**config.mk**
```make
export PLATFORM = sky130hd
export DESIGN_NAME = seven_seg_scan
export DESIGN_NICKNAME = d
export VERILOG_FILES = /design/src/rtl/seven_seg_pkg.sv /design/src/rtl/seven_seg_decode.sv /design/src/rtl/seven_seg_scan.sv
export SDC_FILE = /design/constraint.sdc
export NUM_CORES = 1
export LEC_CHECK = 0
export CAP_MARGIN = 20
export CELL_PAD_IN_SITES_DETAIL_PLACEMENT = 2
export CELL_PAD_IN_SITES_GLOBAL_PLACEMENT = 2
export CORE_AREA = 2 2 84 86
export CTS_CLUSTER_DIAMETER = 150
export CTS_CLUSTER_SIZE = 30
export DETAILED_ROUTE_END_ITERATION = 10
export DIE_AREA = 0 0 86 88
export GPL_ROUTABILITY_DRIVEN = 0
export PLACE_DENSITY = 0.83
export SKIP_CTS_REPAIR_TIMING = 1
export SKIP_LAST_GASP = 1
export SLEW_MARGIN = 20
export SYNTH_ARGS = -nofsm -noshare
export SYNTH_HDL_FRONTEND = slang
export SYNTH_SLANG_ARGS = --single-unit
```
**constraint.sdc**
```tcl
create_clock -name clk -period 3.2 [get_ports clk]
set_input_delay 0.64 -clock clk [delete_from_list [all_inputs] [get_ports clk]]
set_output_delay 0.64 -clock clk [all_outputs]
set_load 0.005 [all_outputs]
```
**src/rtl/seven_seg_pkg.sv**
```systemverilog
// Shared types and glyph constants for the seven-segment scan driver.
// Segment vectors are active-low, ordered {a,b,c,d,e,f,g} (bit 6 = a).
package seven_seg_pkg;

    typedef logic [6:0] seg_t;

    localparam seg_t SEG_BLANK = 7'b1111111;

    localparam seg_t SEG_0 = 7'b0000001;
    localparam seg_t SEG_1 = 7'b1001111;
    localparam seg_t SEG_2 = 7'b0010010;
    localparam seg_t SEG_3 = 7'b0000110;
    localparam seg_t SEG_4 = 7'b1001100;
    localparam seg_t SEG_5 = 7'b0100100;
    localparam seg_t SEG_6 = 7'b0100000;
    localparam seg_t SEG_7 = 7'b0001111;
    localparam seg_t SEG_8 = 7'b0000000;
    localparam seg_t SEG_9 = 7'b0000100;
    localparam seg_t SEG_A = 7'b0001000;
    localparam seg_t SEG_B = 7'b1100000;
    localparam seg_t SEG_C = 7'b0110001;
    localparam seg_t SEG_D = 7'b1000010;
    localparam seg_t SEG_E = 7'b0110000;
    localparam seg_t SEG_F = 7'b0111000;

endpackage

```
**src/rtl/seven_seg_decode.sv**
```systemverilog
// Combinational digit-to-glyph decoder.
// Ports:
//   code  in  4  digit code 0..15
//   blank in  1  force all segments off
//   seg   out 7  active-low segments {a..g}
// HEX_MODE=0 shows codes 10..15 as blank; HEX_MODE=1 shows A b C d E F.
module seven_seg_decode
    import seven_seg_pkg::*;
#(
    parameter int HEX_MODE = 0
) (
    input  logic [3:0] code,
    input  logic       blank,
    output seg_t       seg
);

    localparam bit HEX_EN = (HEX_MODE != 0);

    always_comb begin
        seg = SEG_BLANK;
        if (!blank) begin
            case (code)
                4'h0: seg = SEG_0;
                4'h1: seg = SEG_1;
                4'h2: seg = SEG_2;
                4'h3: seg = SEG_3;
                4'h4: seg = SEG_4;
                4'h5: seg = SEG_5;
                4'h6: seg = SEG_6;
                4'h7: seg = SEG_7;
                4'h8: seg = SEG_8;
                4'h9: seg = SEG_9;
                4'hA: seg = HEX_EN ? SEG_A : SEG_BLANK;
                4'hB: seg = HEX_EN ? SEG_B : SEG_BLANK;
                4'hC: seg = HEX_EN ? SEG_C : SEG_BLANK;
                4'hD: seg = HEX_EN ? SEG_D : SEG_BLANK;
                4'hE: seg = HEX_EN ? SEG_E : SEG_BLANK;
                default: seg = HEX_EN ? SEG_F : SEG_BLANK;
            endcase
        end
    end

endmodule

```
**src/rtl/seven_seg_scan.sv**
```systemverilog
// Time-multiplexed common-anode seven-segment driver.
// Ports:
//   clk      in  1         system clock
//   rst      in  1         asynchronous active-high reset
//   load     in  1         strobe: capture value and dp_in into shadow regs
//   value    in  4*DIGITS  packed digits, [3:0] = digit 0 (rightmost)
//   dp_in    in  DIGITS    decimal-point enables, 1 = lit
//   blank_lz in  1         live leading-zero suppression enable
//   seven    out 7         active-low segments {a..g}
//   dp       out 1         active-low decimal point
//   an       out DIGITS    active-low anode enables
// Each digit slot lasts REFRESH_DIV cycles; its first cycle is a dark
// guard cycle so segment data never overlaps an anode change.
module seven_seg_scan
    import seven_seg_pkg::*;
#(
    parameter int DIGITS      = 4,
    parameter int REFRESH_DIV = 100000,
    parameter int HEX_MODE    = 0
) (
    input  logic                  clk,
    input  logic                  rst,
    input  logic                  load,
    input  logic [4*DIGITS-1:0]   value,
    input  logic [DIGITS-1:0]     dp_in,
    input  logic                  blank_lz,
    output logic [6:0]            seven,
    output logic                  dp,
    output logic [DIGITS-1:0]     an
);

    localparam int IDX_W = (DIGITS > 1) ? $clog2(DIGITS) : 1;
    localparam int PS_W  = $clog2(REFRESH_DIV);

    logic [4*DIGITS-1:0] r_shadow_val;
    logic [DIGITS-1:0]   r_shadow_dp;
    logic [PS_W-1:0]     r_ps;
    logic [IDX_W-1:0]    r_idx;
    seg_t                r_seven;
    logic                r_dp_out;
    logic [DIGITS-1:0]   r_an;

    logic                w_guard;
    logic                w_ps_wrap;
    logic                w_idx_wrap;
    logic                w_zero_run;
    logic [DIGITS-1:0]   w_lz;
    logic [3:0]          w_code;
    logic                w_dp_bit;
    logic                w_lz_sel;
    logic                w_blank;
    logic [DIGITS-1:0]   w_an;
    seg_t                w_seg;

    assign w_guard    = (r_ps == '0);
    assign w_ps_wrap  = (r_ps == PS_W'(REFRESH_DIV - 1));
    assign w_idx_wrap = (r_idx == IDX_W'(DIGITS - 1));

    always_comb begin
        w_zero_run = 1'b1;
        w_lz       = '0;
        w_code     = '0;
        w_dp_bit   = 1'b0;
        w_lz_sel   = 1'b0;
        w_an       = '1;
        // w_lz[k] is set when digit k and every digit above it are zero;
        // built from the top digit downward as a running AND.
        for (int unsigned j = DIGITS; j > 0; j--) begin
            w_zero_run = w_zero_run & (r_shadow_val[4*(j-1) +: 4] == 4'd0);
            w_lz[j-1]  = w_zero_run;
        end
        for (int unsigned k = 0; k < DIGITS; k++) begin
            if (r_idx == IDX_W'(k)) begin
                w_code   = r_shadow_val[4*k +: 4];
                w_dp_bit = r_shadow_dp[k];
                w_lz_sel = w_lz[k];
                w_an[k]  = 1'b0;
            end
        end
        // Digit 0 is never suppressed so a zero value still shows "0".
        w_blank = blank_lz && (r_idx != '0) && w_lz_sel;
    end

    seven_seg_decode #(
        .HEX_MODE (HEX_MODE)
    ) u_decode (
        .code  (w_code),
        .blank (w_blank),
        .seg   (w_seg)
    );

    always_ff @(posedge clk or posedge rst) begin
        if (rst) begin
            r_shadow_val <= '0;
            r_shadow_dp  <= '0;
            r_ps         <= '0;
            r_idx        <= '0;
            r_seven      <= SEG_BLANK;
            r_dp_out     <= 1'b1;
            r_an         <= '1;
        end else begin
            if (load) begin
                r_shadow_val <= value;
                r_shadow_dp  <= dp_in;
            end
            if (w_ps_wrap) begin
                r_ps  <= '0;
                r_idx <= w_idx_wrap ? '0 : r_idx + 1'b1;
            end else begin
                r_ps <= r_ps + 1'b1;
            end
            if (w_guard) begin
                r_seven  <= SEG_BLANK;
                r_dp_out <= 1'b1;
                r_an     <= '1;
            end else begin
                r_seven  <= w_seg;
                r_dp_out <= ~w_dp_bit;
                r_an     <= w_an;
            end
        end
    end

    assign seven = r_seven;
    assign dp    = r_dp_out;
    assign an    = r_an;

endmodule

```
==> flow_summary.toml, run 1 <==
[timing]
slew_viol_final = 0
fin_skew_ns = 0.008751
final.setup.tns_ns = 0
min_period_over_period_pct = 77.37
fin_crit_ns = 2.476
fmax_ghz = 0.4039
grt_setup_unrepaired = "no"
setup_viol = 0
relSlewSlack_pct = 42.13
worst_pin_slew_ns = 0.8667
finalHoldViolations = 0

[pwr]
p_total_mw = 1.389
powerDensity_nw_per_um2 = 449.5
ir_drop_mv = 0.1745
combPwrFrac_pct = 13.5
power.internal_mw = 1.060
clkPwrFrac_pct = 34.1
switchingPower_uw = 328.4
power_leakage_nw = 1.311
swShare_pct = 23.65
pwr-share-seq_pct = 52.3

[die]
die_w_um = 86
core-area_sq_um = 6644
fp.dieArea_sq_um = 7568
io_pins = 36
initial_core_util_pct = 38.31
die_height_um = 88
core.rowCount = 30

[route]
drc = 0
routedWlPerCell_um = 17.91
ant_nets = 0
wirelength_mm = 6.089
vias = 1784
first_pass_iters = 4
drt-initial-drc-count = 43
routed_via_density = 5.247

[grt]
grt_util_met1_pct = 21.75
met3_usage_pct = 3.770
grt_util_met2_pct = 31.64
grt_use_total_pct = 17.84
overflow = 0
grt_max_degree = 43
antenna_found_initial = 0
grt_pass1_vias = 2064
top_usage_layer = "met2"
grt_first_pass_wirelength_mm = 10.40

[worst_setup_path]
endpoint_kind = "register"
start_kind = "register"
criticalPathCategory = "reg -> reg"
critPathSlowestCell = "a211oi_2"
cp_slowest_stage_delay_ns = 0.55
crit_chain = "inv_1 > ha_1 > a211oi_1 > a211oi_2 > inv_2 > ha_1 > a21o_1 > a21oi_1 > o21ai_1"
critical_path.max_fanout = 12
path_common_cell = "ha_1"
crit_arrival_ns = 2.69
cp.required_ns = 3.41

[status]
run_status = "finished clean"

[finish]
syn_to_final_growth_pct = 21.39
regArea_sq_um = 1291
fillers = 683
multi_input_comb_area_sq_um = 1177
fin_util_pct = 46.50
finalNetCount = 295
drive_gt1_share_pct = 21.54
num_antenna_cells = 0

[yosys]
synth_cells = 221
synthDistinctLibCells = 45
synth_seq_cells = 51
synth_seq_area_share_pct = 50.74
ys_top_cells_by_area = "dfrtp_1 (38%), dfstp_2 (12%), mux2_2 (8.8%)"
synth_nets = 257
synth_area_per_cell_sq_um = 11.52
synth_top_area_cell = "dfrtp_1"
yosys_warnings = 0
synth_top_area_share_pct = 38.35
synthesis.area_sq_um = 2545

[clocking]
cts_buffers = 5
clock-sinks = 51
clk_latency_ns = 0.31
cts_tree = "done"
path_clk_slew_ns = 0.09
cts_buffer_depth = 2
h-tree-depth = 2
root_buffer = "clkbuf_8"

[job]
cap_violations = 0

[place]
hpwlAfterDp_mm = 4.572
port_buffers = 35

[hold_path]
hold_path.class = "reg -> reg"
-- per-layer routing --
metal / wire (um) / vias up
li1: - / 834
met1: 2765 / 908
met2: 3046 / 32
met3: 165 / 10
met4: 112 / 0
met5: 0 / -
-- kinds of logic (layout without fill, tap and decap cells) --
logic type | after synthesis | after routing | share of synthesized area [%]
and+or+nand+nor | 78 | 78 | 17.95
DFF | 51 | 51 | 50.74
AOI/OAI and AO/OA | 27 | 27 | 7.669
muxes | 21 | 21 | 9.243
xor gates and xnor gates | 16 | 16 | 5.507
buffers and inverters | 16 | 55 | 2.999
adders and majority gates | 12 | 12 | 5.900
-- cell usage in the layout (no fill, tap or decap), types with 3 or more instances in the layout --
cell type / Yosys / final
nor3_1: 3 / 3
nand3b_1: 3 / 3
clkdlybuf4s50_1: 0 / 35
clkbuf_8: 0 / 6
nand4_1: 3 / 3
nor2b_1: 5 / 5
nor3b_1: 3 / 3
inv_1: 8 / 7
nor2_1: 16 / 16
a21oi_1: 7 / 7
nand3_1: 6 / 6
dfstp_2: 12 / 12
xor2_1: 8 / 8
dfrtp_1: 39 / 39
o21ai_1: 9 / 9
mux2_2: 20 / 20
inv_2: 2 / 3
xnor2_1: 8 / 8
a211oi_1: 3 / 3
ha_1: 12 / 12
nand2_1: 20 / 20
nor4_1: 4 / 4
-- area by class of cell --
class                           instances  area share [%]
Sequential cell                        51           41.80
Timing Repair Buffer                   37           11.83
Tap cell                               80           3.240
Multi-Input combinational cell        154           38.11
Inverter                               10           1.215
Clock inverter                          2           1.134
Clock buffer                            6           2.673
-- worst paths after layout --
path                       startpoint         endpoint  slack [ns]  depth (start not counted)
min in group asynchronous         rst  r_shadow_val[2]        0.83                          2
max reg2reg                  r_idx[1]         seven[6]        0.72                          9
min                           r_ps[0]          r_ps[0]        0.49                          1
max in group asynchronous         rst            an[0]        1.63                          3
min reg2reg                   r_ps[0]          r_ps[0]        0.49                          1
max                          r_idx[1]         seven[6]        0.72                          9
-- power by group through the flow --
| stage | clock [mW] | sequential [mW] | combinational [mW] |
|---|---|---|---|
| global placement | 0 | 0.737 | 0.181 |
| global route | 0.515 | 0.732 | 0.208 |
| finish | 0.474 | 0.727 | 0.188 |
| detailed placement | 0 | 0.739 | 0.191 |
| floorplan | 0 | 0.730 | 0.0984 |
| CTS | 0.487 | 0.727 | 0.192 |
-- synthesized netlist by cell type (all sizes together) --
| cell | instances |
|---|---|
| and2 | 1 |
| nand4b | 1 |
| nand3b | 5 |
| nand2b | 1 |
| mux2i | 1 |
| inv | 10 |
| buf | 4 |
| a31oi | 1 |
| nor3b | 3 |
| and3 | 3 |
| a21oi | 7 |
| nor3 | 4 |
| and4 | 2 |
| dfrtp | 39 |
| nor2 | 16 |
| a211oi | 6 |
| o2111ai | 1 |
| o21ai | 10 |
| nor2b | 7 |
| a21o | 1 |
| ha | 12 |
| nand3 | 6 |
| dfstp | 12 |
| a311o | 1 |
| nand2 | 20 |
| nor4 | 5 |
| nand4 | 3 |
| clkbuf | 2 |
| xnor2 | 8 |
| mux2 | 20 |
| nor4b | 1 |
| xor2 | 8 |
-- stage by stage --
step / hold slack, ns / instances / instance area (sq um) / setup WS (ns)
final: 0.4948 / 340 / 3089 / 0.7241
after global routing: 0.5325 / 340 / 3089 / 0.5114
after CTS: 0.5038 / 340 / 3089 / 0.6780
after detailed placement: 0.4903 / 332 / 2972 / 0.7338
after global placement: 0.4835 / 332 / 2972 / 0.8397
after floorplan: 0.4516 / 221 / 2545 / 1.200
-- state kept, by name, indices dropped and copies added, names as in the netlist --
signal and flops:
dp 1, r_shadow_val 16, r_idx 2, seven 7, r_shadow_dp 4, r_ps 17, an 4
-- worst max-delay path: cells and delay by family (launching register included) --
family	cells	cell delay, ns
buffers and inverters	2	0.23
DFF	1	0.41
adders and majority gates	2	0.64
AOI/OAI and AO/OA	5	1.10
No activity file was read; power rests on OpenSTA's default activity.
==> inputs of run 2 (changes only) <==
Settings changed: CORE_AREA 2 2 84 86 to 2 2 88 90, DIE_AREA 0 0 86 88 to 0 0 90 92, PLACE_DENSITY 0.83 to 0.76.
Clock period 3.2 ns to 2.28 ns, I/O delays scaled along.
==> run 2 against run 1 <==
Sequential power rose by 40%. First-iteration DRC count fell by 26%. Wire length fell by 3.5%. Clock power rose by 4.6%. Combinational power rose by 45%. Sequential share of layout area fell by 0.94 points. Register-to-register slack got worse by 0.55 ns. Critical path depth did not move. Non-clock buffer count rose by 7. Clock skew fell by 0.0030 ns.
==> flow_summary.toml, run 2 (synthesis gave the netlist of run 1 again) <==
[worst_setup_path]
critical_path.max_fanout = 12
criticalPathCategory = "reg -> reg"
start_kind = "register"
r2r_cells = 9
crit_arrival_ns = 2.32
endpoint_kind = "register"
cp.required_ns = 2.49

[place]
hpwlAfterDp_mm = 4.562
dp_slack_ns = -0.006958
port_buffers = 35
placed_area_sq_um = 3049

[clocking]
root_buffer = "clkbuf_8"
clk_latency_ns = 0.30
path_clk_slew_ns = 0.09
cts_buffers = 5
cts_buffer_depth = 2
clock-sinks = 51
h-tree-depth = 2
cts_tree = "done"

[route]
ant_nets = 0
routedWlPerCell_um = 15.96
first_pass_iters = 4
drc = 0
wirelength_mm = 5.874
routed_via_density = 4.872
drt-initial-drc-count = 32
vias = 1793

[die]
io_pins = 36
initial_core_util_pct = 34.17
core.rowCount = 32
die_w_um = 90
fp.dieArea_sq_um = 8280
core-area_sq_um = 7447
die_height_um = 92

[status]
run_status = "finished clean"

[timing]
relSlewSlack_pct = 66.51
setup_viol = 0
grt_setup_unrepaired = "yes"
final.setup.tns_ns = 0
min_period_over_period_pct = 92.52
fin_skew_ns = 0.005765
fin_crit_ns = 2.109
slew_viol_final = 0
finalHoldViolations = 0
fmax_ghz = 0.4741
layout_setup_ws_ns = 0.1705
worst_pin_slew_ns = 0.5016

[grt]
antenna_found_initial = 0
overflow = 0
grt_max_degree = 31
grt_use_total_pct = 15.14
grt_first_pass_wirelength_mm = 10.07
grt_pass1_vias = 2000

[finish]
drive_gt1_share_pct = 24.06
final_cell_area_sq_um = 3161
layout_commonest_cell = "dfrtp_1"
regMostFlops = "r_ps"
most-common-layout-cells = "dfrtp_1 (39), clkdlybuf4s50_1 (35), mux2_2 (20), nand2_1 (20), nor2_1 (16)"
largest_reg_flops = 17
fillers = 787
syn_to_final_growth_pct = 24.19
num_antenna_cells = 0
finalNetCount = 302

[job]
cap_violations = 0

[pwr]
power_leakage_nw = 1.322
powerDensity_nw_per_um2 = 565.5
ir_drop_mv = 0.2968

[hold_path]
hold_path.class = "in -> async"
==> run 2: cell types whose count changed in the layout (fill, tap and decap cells not counted) <==
cell	previous run	this run
ha_4	0	1
buf_4	2	8
buf_12	0	1
clkbuf_1	0	2
bufinv_16	1	0
clkinv_2	1	0
ha_2	0	3
clkbuf_8	6	5
ha_1	12	8
==> run 2: report_power, final <==
group / switching [mW] / internal (mW)
Clock: 0.283 / 0.212
Sequential: 0.0394 / 0.980
Combinational: 0.109 / 0.163
==> run 2: path summary, 6_finish.rpt <==
kind                           from               end  slack [ns]
setup / recovery           r_idx[1]          seven[6]        0.17
hold / removal                  rst  r_shadow_val[10]        0.49
setup reg to reg           r_idx[1]          seven[6]        0.17
hold reg to reg             r_ps[0]           r_ps[0]        0.50
max in group asynchronous       rst             an[2]        1.17
min in group clk            r_ps[0]           r_ps[0]        0.50
==> run 2: area by class of cell <==
cell class / instances / area (sq um) / share of cell area (%)
tap: 102 / 127.6 / 4.038
timing repair buffer: 44 / 430.4 / 13.62
sequential: 51 / 1291 / 40.86
inverter: 10 / 37.54 / 1.188
multi-input combinational: 154 / 1197 / 37.89
clock buffer: 7 / 76.32 / 2.415
==> run 2: critical path: stages, from the launching register on <==
cell and delay (ns):
dfrtp_1 0.43, inv_1 0.12, ha_2 0.32, a211oi_1 0.13
a211oi_2 0.34, inv_2 0.10, ha_1 0.20, a21o_1 0.17
a21oi_1 0.13, o21ai_1 0.08
==> run 2: routing by layer <==
layer	share of wire, %	vias up	track usage [%]
met3	2.5	4	2.958
met1	44	914	18.39
met5	0	-	0
li1	-	849	-
met2	52	26	27.38
met4	0.95	0	4.231
==> run 2: per-stage QoR <==
step | power (mW) | cells | hold slack, ns | utilization (%)
3_3_place_gp | 1.299 | 359 | 0.4776 | 40.94
2_1_floorplan | 1.163 | 221 | 0.4516 | -
5_1_grt | 1.873 | 368 | 0.5247 | 42.44
4_1_cts | 1.815 | 366 | 0.5100 | 41.97
6_report | 1.787 | 368 | 0.4938 | 42.44
3_5_place_dp | 1.311 | 359 | 0.4974 | 40.94
